===== config.mk =====
export PLATFORM = sky130hd
export DESIGN_NAME = mem_arbiter
export DESIGN_NICKNAME = d
export VERILOG_FILES = /design/src/rtl/mem_arbiter.sv
export SDC_FILE = /design/constraint.sdc
export NUM_CORES = 1
export LEC_CHECK = 0
export CAP_MARGIN = 20
export CELL_PAD_IN_SITES_DETAIL_PLACEMENT = 1
export CELL_PAD_IN_SITES_GLOBAL_PLACEMENT = 1
export CORE_ASPECT_RATIO = 2
export CORE_UTILIZATION = 23
export DETAILED_ROUTE_END_ITERATION = 8
export GPL_ROUTABILITY_DRIVEN = 0
export GPL_TIMING_DRIVEN = 0
export PLACE_DENSITY_LB_ADDON = 0.12
export SLEW_MARGIN = 0
export SYNTH_ARGS = -nofsm -noshare
export SYNTH_HDL_FRONTEND = slang
export SYNTH_SLANG_ARGS = --single-unit

===== constraint.sdc =====
create_clock -name clk -period 1.67 [get_ports clk]
set_input_delay 0.167 -clock clk [delete_from_list [all_inputs] [get_ports clk]]
set_output_delay 0.167 -clock clk [all_outputs]
set_load 0.02 [all_outputs]

===== src/rtl/mem_arbiter.sv =====
// Two-port memory arbiter: a fetch port and a data port share one memory bus.
// Data requests win ties unless the fetch port has been starved STARVE_LIMIT times.
module mem_arbiter #(
  parameter int STARVE_LIMIT = 4,
  parameter int TIMEOUT      = 255
) (
  input  logic        clk,
  input  logic        reset,
  input  logic        if_req,
  input  logic [31:0] if_addr,
  output logic [31:0] if_rdata,
  output logic        if_ack,
  input  logic        d_req,
  input  logic        d_we,
  input  logic [31:0] d_addr,
  input  logic [31:0] d_wdata,
  output logic [31:0] d_rdata,
  output logic        d_ack,
  output logic        mem_req,
  output logic        mem_we,
  output logic [31:0] mem_addr,
  output logic [31:0] mem_wdata,
  input  logic [31:0] mem_rdata,
  input  logic        mem_ready,
  output logic        err
);

  localparam int WAIT_W = (TIMEOUT < 2) ? 1 : $clog2(TIMEOUT);
  localparam logic [WAIT_W-1:0] WAIT_LAST = WAIT_W'(TIMEOUT - 1);
  localparam logic [2:0] STARVE_MAX = 3'(STARVE_LIMIT);

  localparam logic [2:0] S_IDLE   = 3'd0;
  localparam logic [2:0] S_BUSY_I = 3'd1;
  localparam logic [2:0] S_BUSY_D = 3'd2;
  localparam logic [2:0] S_RESP_I = 3'd3;
  localparam logic [2:0] S_RESP_D = 3'd4;

  logic [2:0]        r_state;
  logic [2:0]        w_next;
  logic [2:0]        r_starve;
  logic [WAIT_W-1:0] r_wait;
  logic              r_err;
  logic [31:0]       r_if_rdata;
  logic [31:0]       r_d_rdata;
  logic              w_busy;
  logic              w_expire;

  assign w_busy   = (r_state == S_BUSY_I) || (r_state == S_BUSY_D);
  assign w_expire = w_busy && !mem_ready && (r_wait == WAIT_LAST);

  always_comb begin
    w_next = r_state;
    case (r_state)
      S_IDLE: begin
        if (if_req && d_req)
          w_next = (r_starve == STARVE_MAX) ? S_BUSY_I : S_BUSY_D;
        else if (if_req)
          w_next = S_BUSY_I;
        else if (d_req)
          w_next = S_BUSY_D;
      end
      S_BUSY_I: if (mem_ready || w_expire) w_next = S_RESP_I;
      S_BUSY_D: if (mem_ready || w_expire) w_next = S_RESP_D;
      S_RESP_I: w_next = S_IDLE;
      S_RESP_D: w_next = S_IDLE;
      default:  w_next = S_IDLE;
    endcase
  end

  always_ff @(posedge clk or negedge reset) begin
    if (!reset) begin
      r_state    <= S_IDLE;
      r_starve   <= 3'd0;
      r_wait     <= '0;
      r_err      <= 1'b0;
      r_if_rdata <= 32'd0;
      r_d_rdata  <= 32'd0;
    end else begin
      r_state <= w_next;
      r_err   <= w_expire;
      if (r_state == S_IDLE) begin
        r_wait <= '0;
        if (w_next == S_BUSY_I)
          r_starve <= 3'd0;
        else if ((w_next == S_BUSY_D) && if_req && (r_starve != 3'd7))
          r_starve <= r_starve + 3'd1;
      end else if (w_busy) begin
        r_wait <= r_wait + WAIT_W'(1);
      end
      // Stores and timed-out accesses leave the read-data registers untouched.
      if ((r_state == S_BUSY_I) && mem_ready)
        r_if_rdata <= mem_rdata;
      if ((r_state == S_BUSY_D) && mem_ready && !d_we)
        r_d_rdata <= mem_rdata;
    end
  end

  always_comb begin
    mem_req   = 1'b0;
    mem_we    = 1'b0;
    mem_addr  = 32'd0;
    mem_wdata = 32'd0;
    case (r_state)
      S_BUSY_I: begin
        mem_req  = 1'b1;
        mem_addr = if_addr;
      end
      S_BUSY_D: begin
        mem_req   = 1'b1;
        mem_we    = d_we;
        mem_addr  = d_addr;
        mem_wdata = d_wdata;
      end
      default: ;
    endcase
  end

  assign if_ack   = (r_state == S_RESP_I);
  assign d_ack    = (r_state == S_RESP_D);
  assign err      = r_err;
  assign if_rdata = r_if_rdata;
  assign d_rdata  = r_d_rdata;

endmodule


==> impl_metrics.yaml <==
global_route:
  grt_max_degree: 41
  grtUsageTotal: 0.186
  grt_first_pass_wirelength_mm: 23.9
  grt_overflow: 0
  antenna_found_initial: 0
  grt_pass1_vias: 4087
clock_tree:
  insertion_delay_ps: 330
  clockBufferDepth: 2
  cts-htree-levels: 3
  cts_sinks: 79
  cts_buffers: 9
  tritoncts: "done"
  clkTransAtPathRegs_ps: 60
  root_buffer: "clkbuf_16"
routing:
  vias_per_cell: 4.53
  wl_per_cell_um: 20.6
  drtIter0Drc: 53
  drt_wl_total_mm: 17.2
  first_pass_iters: 7
  drc: 0
  final_antenna_net_count: 0
  num_vias: 3761
synthesis:
  synth_top_family_by_area: "multiplexers"
  synth_mux_area_frac: 0.189
  synth-simple-area-share: 0.118
  synth_compound_area_frac: 0.108
  synth_fp_nets: 449
  synth_area_leader_cell: "dfrtp_1"
  synth_xor_area_frac: 0.0159
  ys_ff_latch: 79
  yosysWarnings: 0
  synth_seq_area_share: 0.512
  synth_area_um2: 3860
  avgSynthCellArea_um2: 12.5
  synth_cells: 310
  synth.top_cell.area_share: 0.512
  yosys.area_share.adder: 0.0162
  ys_top_cells_by_area: "dfrtp_1 51%, mux2_2 16%, a22o_1 7.3%"
  yosysUniqueCellTypes: 37
worst_setup_path:
  cp_max_fo: 10
  worstSetupPathType: "reg2out"
  crit_chain: "nand2b_4, nor2_4, buf_12, buf_8, a22o_1, buf_6"
  end_kind: "output port"
  critPathRequiredTime_ps: 1500
  cpMaxStageDelayCell: "dfrtp_1"
  startpoint_type: "register"
  max_stage_delay_ps: 400
  cp.arrival_ps: 1660
layout:
  stdcell_area_um2: 8220
  fillerInstances: 1696
  nets: 765
  syn2layout_area_growth_pct: 113
  n_antenna_cell: 0
  layout.cells.non_filler: 831
  final_layout_size_suffix_gt1_frac: 0.423
timing:
  clock_skew_ps: 7.33
  whs_ps: 359
  finalCritPeriodShare: 1.10
  setup_slack_ps: -161
  hold_violations: 0
  fin_crit_ps: 1830
  finalSetupViolations: 127
  max-slew-margin-rel: 0.622
  fin_tns_setup_ps: -13520
  fmax_ghz: 0.546
  tightest_slew_ps: 567
  rsz0062_at_grt: "yes"
  slew_violations: 0
place:
  dp_cells: 781
  dp_hpwl_mm: 12.6
  numPortBuffers: 266
  dpl_cell_area_um2: 6800
run_status:
  violations: "negative setup slack"
  status: "finished, violations left"
floorplan:
  initial_core_util: 0.236
  design.core.area_um2: 16400
  die_x_um: 93.6
  io_pins: 267
  fp-row-count: 66
  dieArea_um2: 17300
  die_h_um: 185
power:
  vdd_drop_max_mv: 0.667
  leakage_nw: 3.63
  total_power_mw: 16.0
  p_per_area_nw_per_um2: 1950
flow_run:
  drv_cap: 0
hold_path:
  hold_path_class: "in2async"
[routing by layer]
layer / up-vias / share of wire / GRT usage
met4: 0 / 0.011 / 0.0548
met5: - / 0 / 0
met2: 144 / 0.57 / 0.355
li1: 1738 / - / -
met3: 14 / 0.055 / 0.0439
met1: 1865 / 0.36 / 0.199
[registers in the layout, indices dropped and copies added, names as in the netlist]
| register | cells |
|---|---|
| err | 1 |
| r_state | 3 |
| r_wait | 8 |
| r_starve | 3 |
| d_rdata | 32 |
| if_rdata | 32 |
[worst max-delay path, delay by kind of cell, from the launching register on]
kind                   cells  cell delay, ps
AO/OA/AOI/OAI              1             180
buffers and inverters      3             430
flip-flops                 1             400
AND/OR/NAND/NOR            2             320
[cells in the final DEF (no fill, tap or decap), drive strengths merged, types with 7 or more instances in the layout]
cell type / n
dfrtp: 79
clkdlybuf4s50: 197
clkbuf: 25
a22o: 32
nor3: 8
inv: 7
nor2: 11
buf: 114
and2: 37
mux2: 64
[final cells by class]
class | count | area, um^2 | area share
Buffer | 21 | 309 | 0.0376
Clock buffer | 10 | 239 | 0.0291
Clock inverter | 2 | 35.0 | 0.00426
Inverter | 7 | 26.3 | 0.00320
Multi-Input combinational cell | 202 | 2130 | 0.260
Sequential cell | 79 | 1980 | 0.241
Tap cell | 204 | 255 | 0.0311
Timing Repair Buffer | 306 | 3240 | 0.394
[cell families after synthesis]
group / after synthesis
simple gates: 76
fa+ha+maj: 5
buf+inv: 29
xor+xnor: 7
flops: 79
compound gates: 49
mux: 65
[cells in the mapped netlist (all sizes together)]
cell    number
nand3b       1
o31ai        4
ha           5
inv          7
or3          1
clkbuf       6
nand2b       1
nand2        5
o221ai       1
nor2        11
and3b        1
a21bo        1
and4bb       1
o21ai        3
nand4b       1
dfrtp       79
a211oi       1
buf         16
a21oi        2
and2        37
a22oi        2
mux2i        1
mux2        64
nand4        2
xnor2        2
nor3         8
o31a         1
and3         3
nand3        3
a221o        2
xor2         5
a22o        32
nor4         1
[worst paths after layout]
check	startpoint	end	slack, ps	depth (start not counted)
hold / removal	reset	r_state[2]$_DFF_PN0_	360	2
min in group clk	mem_rdata[28]	d_rdata[28]$_DFFE_PN0P_	480	2
hold reg to reg	d_rdata[25]$_DFFE_PN0P_	d_rdata[25]$_DFFE_PN0P_	510	1
setup reg to reg	r_state[0]$_DFF_PN0_	d_rdata[5]$_DFFE_PN0P_	-160	6
setup / recovery	r_state[0]$_DFF_PN0_	mem_addr[21]	-160	6
max in group asynchronous	reset	if_rdata[2]$_DFFE_PN0P_	700	3
[what timing repair did]
item                                   CTS  global route
setup buffers                            8            17
resized for setup                      517            68
setup endpoints to repair              133           136
pin swaps                               40            11
hold buffers                             1             0
gates cloned                             7             6
endpoints found under the hold margin   39             0
[metrics by stage]
stage / util / setup slack, ps
2_1_floorplan: - / 115
3_3_place_gp: 0.415 / -2410
3_5_place_dp: 0.416 / -697
4_1_cts: 0.470 / -165
5_1_grt: 0.503 / -236
6_report: 0.503 / -161
[power breakdown]
group / total [mW] / switching (mW) / internal (mW)
clock: 1.87 / 0.711 / 1.16
sequential: 3.38 / 0.567 / 2.81
combinational: 10.8 / 4.76 / 6.00
(Power assumes the default switching activity.)
==> edit 1, RTL diff (config.mk and constraints unchanged) <==
Set the parameter `TIMEOUT` to 510 (it was 255).
--- a/src/rtl/mem_arbiter.sv
+++ b/src/rtl/mem_arbiter.sv
@@ -3,5 +3,5 @@
 module mem_arbiter #(
   parameter int STARVE_LIMIT = 4,
-  parameter int TIMEOUT      = 255
+  parameter int TIMEOUT      = 510
 ) (
   input  logic        clk,
Formal check against the unedited RTL: same outputs for any inputs over 10 cycles, from zero or initial values and one cycle with reset low; that may be too few to reach the edited logic, so the function may still have changed.
==> edit 1 against the original RTL <==
Sequential cell count is 1 higher; synthesized area is 0.52% higher; highest routed layer unchanged; global-route usage is 0.058 points higher; sequential share of layout area is 0.19 points lower; setup slack worse by 0.076 ns; the run still ends with negative setup slack left; worst hold slack better by 0.025 ns; register-to-register slack worse by 0.05 ns; clock power is 9% higher; final area is 2.1% higher; power is 1.8% lower; largest power group unchanged; routed wire length is 3.2% lower.
==> edit 1: results (changes against the original RTL) <==
| Metric | Value |
|---|---|
| Status | `complete, but fails checks` |
| Failing checks | `negative setup slack` |
| Multi-Input Combinational | `204 (+0.99%)` |
| Clock-cell share | `0.0367 (+0.00335)` |
| WL final | `16.6 mm (-3.2%)` |
| Final core occ | `0.513 (+0.0104)` |
| First-pass iteration count of the detailed router | `2 (-5)` |
| Lkg Pwr | `3.68 nW (+1.4%)` |
| Critical Path Fanout Max | `6 (-4)` |
| Placed insts | `784 (+0.38%)` |
| Initial DRC count | `54 (+1.9%)` |
| Mapped Nets | `452 (+0.67%)` |
| Worst setup margin | `-0.237 ns (-0.0762 ns)` |
| Final cell count without fillers | `844 (+1.6%)` |
| TNS Setup | `-16.98 ns (-3.46 ns)` |
| NonClk Buf Share | `0.436 (+0.00392)` |
| Largest net degree at the start of global routing | `45 (+9.8%)` |
| WP data arrival | `1.74 ns (+0.08 ns)` |
| Multi-input combinational area share | `0.254 (-0.00512)` |
| Pre-CTS WS | `-0.940 ns (-0.243 ns)` |
| Distinct cells, synth | `40 (+8.1%)` |
| Top cells by count, synth | `80 x dfrtp_1, 62 x mux2_2, 33 x and2_1` |
| Final nets | `774 (+1.2%)` |
| Vias in the first global route | `4,369 (+6.9%)` |
| Placed Area | `6850 um^2 (+0.74%)` |
| Top post-synthesis cells by area | `dfrtp_1 52%, mux2_2 18%, a22o_1 7.2%, and2_1 5.3%, ha_1 1.6%` |
| Initial antenna violation count | `0 (unchanged)` |
| Final-layout clock buffer total | `12 (+2)` |
| Repair and plain buffers | `333 (+1.8%)` |
| Mean Syn Cell Area | `12.4 um^2 (-0.44%)` |
| Seq cells | `80 (+1.3%)` |
| Total global-route track usage | `0.187 (+0.000584)` |
| VDD IR max | `0.826 mV (+24%)` |
| Final setup vio count | `134 (+5.5%)` |
| Register area | `2010 um^2 (+1.3%)` |
| Final HPWL DP | `12.3 mm (-1.7%)` |
| Share of layout cells above drive strength 1 | `0.416 (-0.00702)` |
| Rel. slew slack | `0.579 (-0.0428)` |
| Clock Skew | `0.00395 ns (-0.00338 ns)` |
| First-pass GRT wire length | `24.2 mm (+1.4%)` |
| Register area share after synthesis | `0.516 (+0.00381)` |
| Vias per Instance | `4.60 (+1.6%)` |
| Number of fill cells | `1,667 (-1.7%)` |
| Post-route cell area | `8390 um^2 (+2.1%)` |
edit 1: changes by cell type after synthesis, moves of 3 or more:
cell / delta
a21oi_1: +5
and2_1: -4
buf_4: -4
clkbuf_1: +4
maj3_1: +3
mux2_1: -6
mux2_2: +6
o31ai_1: -4
edit 1: worst paths after layout:
kind | slack [ns] | start | cells past startpoint | end
setup / recovery | -0.24 | r_state[1] | 8 | mem_addr[24]
hold / removal | 0.38 | reset | 2 | d_rdata[10]
setup reg to reg | -0.21 | r_state[0] | 8 | r_starve[0]
hold reg to reg | 0.51 | d_rdata[23] | 1 | d_rdata[23]
max in group asynchronous | 0.66 | reset | 3 | if_rdata[13]
min in group clk | 0.48 | mem_rdata[9] | 2 | d_rdata[9]
edit 1: logic make-up after synthesis:
kind of cell    share of synthesized area
flops                               0.516
compound gates                      0.103
mux                                 0.192
buf+inv                            0.0329
fa+ha+maj                          0.0239
xor+xnor                           0.0113
simple gates                        0.121
edit 1: metal layers:
metal | routed length [um] | share of wire | track usage
met5 | 0 | 0 | 0
met4 | 220 | 0.013 | 0.0628
met3 | 1180 | 0.071 | 0.0507
met2 | 9970 | 0.60 | 0.376
met1 | 5240 | 0.32 | 0.174
edit 1: repair_timing:
item,in CTS,in global routing
hold endpoints to repair,43,0
hold buffers,1,0
buffers inserted,24,13
cloned,6,7
setup endpoints to repair,141,141
resized for setup,505,109
pin swaps,16,14
edit 1: critical path, cell delays in order (launching register included):
cell       delay (ns)
dfrtp_1          0.37
buf_6            0.13
nand2b_4         0.08
nor2_4           0.04
buf_8            0.12
clkbuf_16        0.15
buf_8            0.13
a22o_4           0.25
buf_6            0.13
edit 1: power breakdown:
part | switching, mW | internal (mW)
Clock | 0.791 | 1.24
Combinational | 4.47 | 5.84
Sequential | 0.541 | 2.82
==> edit 2, RTL diff (config.mk and constraints unchanged) <==
Without the edit above. The output `err` loses its register stage (`r_err` becomes a continuous assignment).
--- a/src/rtl/mem_arbiter.sv
+++ b/src/rtl/mem_arbiter.sv
@@ -73,10 +73,8 @@
       r_starve   <= 3'd0;
       r_wait     <= '0;
-      r_err      <= 1'b0;
       r_if_rdata <= 32'd0;
       r_d_rdata  <= 32'd0;
     end else begin
       r_state <= w_next;
-      r_err   <= w_expire;
       if (r_state == S_IDLE) begin
         r_wait <= '0;
@@ -95,4 +93,6 @@
     end
   end
+
+  assign r_err = w_expire;
 
   always_comb begin
Behaviour: same outputs for any inputs over 10 cycles, from zero or initial values and one cycle with reset low; that may be too few to reach the edited logic, so the function may still have changed.
==> edit 2 against the original RTL <==
Synthesized area is 0.65% lower; core utilization down 1.7 points; the flow still finishes with violations (negative setup slack); sequential share of layout area grew 0.64 points; sequential cell count down 1; largest cell class unchanged; setup slack better by 0.044 ns; combinational power down 7%; final area shrank 3.9%; routed wire length fell by 0.26%; power shrank 3.9%.
==> edit 2: results (changes against the original RTL) <==
| Metric | Value |
|---|---|
| Distinct cells, synth | `37 (unchanged)` |
| Failing checks | `negative setup slack` |
| Placed Area | `6780 um^2 (-0.26%)` |
| Cell chosen for the clock root | `clkbuf_16` |
| Sw power | `5.93 mW (-1.8%)` |
| Initial DRC count | `99 (+87%)` |
| Crit-path leading delay family | `flip-flops` |
| Share of layout cells above drive strength 1 | `0.376 (-0.0468)` |
| Final core occ | `0.486 (-0.0171)` |
| Mapped Nets | `448 (-0.22%)` |
| Top post-synthesis cells by area | `dfrtp_1 51%, mux2_2 16%, a22o_1 7.3%, and2_1 6.0%, mux2_1 2.3%` |
| Vias in the first global route | `4,022 (-1.6%)` |
| WP data arrival | `1.62 ns (-0.04 ns)` |
| First-pass GRT wire length | `24.3 mm (+2.1%)` |
| Hold Path Class | `in -> async` |
| First-pass iteration count of the detailed router | `4 (-3)` |
| VDD IR max | `0.678 mV (+1.6%)` |
| Most used DFF post-synth | `dfrtp_1` |
| Lkg Pwr | `3.45 nW (-4.9%)` |
| Synth Area in XOR/XNOR | `0.0160 (+0.000104)` |
| Syn Inst Count | `309 (-0.32%)` |
| Final nets | `755 (-1.3%)` |
| Worst-Margin Slew | `0.384 ns (-0.183 ns)` |
| Clock Skew | `0.00806 ns (+0.000735 ns)` |
| Worst setup margin | `-0.117 ns (+0.0438 ns)` |
| Initial antenna violation count | `1 (+1)` |
| Compound-gate portion of the synthesized area | `0.109 (+0.000704)` |
| Critical Path Fanout Max | `10 (unchanged)` |
| Adder-cell area share of the yosys netlist | `0.0163 (+0.000106)` |
| Crit path max-delay cell type | `dfrtp_2` |
| Register area share after synthesis | `0.509 (-0.00318)` |
| Top cells by count, synth | `78 x dfrtp_1, 56 x mux2_2, 37 x and2_1` |
| Top-area cell type share of the netlist area | `0.509 (-0.00318)` |
| Number of fill cells | `1,731 (+2.1%)` |
| Largest net degree at the start of global routing | `62 (+51%)` |
| Status | `complete, but fails checks` |
| Worst skew pair latency | `0.34 ns` |
| Total global-route track usage | `0.192 (+0.00528)` |
| Final HPWL DP | `13.0 mm (+3.8%)` |
| Final setup vio count | `79 (-38%)` |
| Bufs on Longest Clock Path | `2 (unchanged)` |
| Via count | `3,762 (+0.027%)` |
| Mux share of post-synthesis cell area | `0.191 (+0.00124)` |
| Wire per inst | `20.7 um (+0.47%)` |
| Max stage delay on crit path | `0.46 ns (+0.06 ns)` |
-- edit 2: changes by cell type in the layout (fill, tap and decap cells not counted), moves of 4 or more --
cell / delta
buf_8: +4
buf_12: -4
buf_6: -15
buf_4: +15
mux2_2: +10
and2_4: -22
and2_1: +22
mux2_4: -11
-- edit 2: area by class of cell --
class,count,area share
Clock inverter,4,0.00697
Sequential cell,78,0.247
Buffer,21,0.0369
Clock buffer,11,0.0320
Timing Repair Buffer,297,0.386
Inverter,7,0.00333
Antenna cell,1,0.000317
Tap cell,204,0.0323
Multi-Input combinational cell,202,0.255
-- edit 2: power groups by stage --
stage | Clock, mW | Combinational (mW) | Sequential [mW]
2_1_floorplan | 0 | 3.26 | 4.23
3_3_place_gp | 0 | 8.21 | 3.26
3_5_place_dp | 0 | 8.32 | 3.34
4_1_cts | 2.09 | 9.51 | 3.32
5_1_grt | 2.16 | 10.6 | 3.43
6_report | 2.03 | 10.0 | 3.33
-- edit 2: cells by family after synthesis --
| kind of cell | Yosys count |
|---|---|
| buffers and inverters | 29 |
| and+or+nand+nor | 76 |
| muxes | 65 |
| DFF | 78 |
| xor gates and xnor gates | 7 |
| adders and majority gates | 5 |
| AOI/OAI and AO/OA | 49 |
-- edit 2: layer usage --
| layer | global-route usage | wire length [um] | up-vias |
|---|---|---|---|
| met2 | 0.361 | 9720 | 131 |
| met5 | 0 | 0 | - |
| li1 | - | - | 1718 |
| met4 | 0.0591 | 241 | 0 |
| met3 | 0.0483 | 1070 | 15 |
| met1 | 0.205 | 6080 | 1898 |
-- edit 2: worst paths after layout --
| path | start | to | slack, ns | cells after the start |
|---|---|---|---|---|
| worst max-delay path | r_state[1] | mem_addr[22] | -0.12 | 6 |
| worst min-delay path | reset | d_rdata[13] | 0.25 | 2 |
| worst max register to register | r_state[2] | d_rdata[17] | -0.09 | 7 |
| worst min register to register | if_rdata[15] | if_rdata[15] | 0.50 | 1 |
| max in group asynchronous | reset | r_wait[0] | 0.80 | 3 |
| min in group clk | mem_rdata[15] | if_rdata[15] | 0.47 | 2 |
-- edit 2: through the flow --
| stage | instances | setup TNS [ns] | setup WS (ns) |
|---|---|---|---|
| 3_5_place_dp | 780 | -60.58 | -0.749 |
| 4_1_cts | 814 | -7.49 | -0.151 |
| 3_3_place_gp | 779 | -231.23 | -2.23 |
| 6_report | 825 | -4.86 | -0.117 |
| 2_1_floorplan | 309 | 0 | 0.115 |
| 5_1_grt | 825 | -12.21 | -0.173 |
-- edit 2: repair_timing --
| item | 4_1_cts | 5_1_grt |
|---|---|---|
| pin swaps | 22 | 12 |
| hold buffers | 1 | 0 |
| gates resized for setup | 480 | 51 |
| buffers inserted | 16 | 9 |
| hold endpoints to repair | 17 | 0 |
| gates cloned | 3 | 3 |
| endpoints found under the setup margin | 134 | 139 |
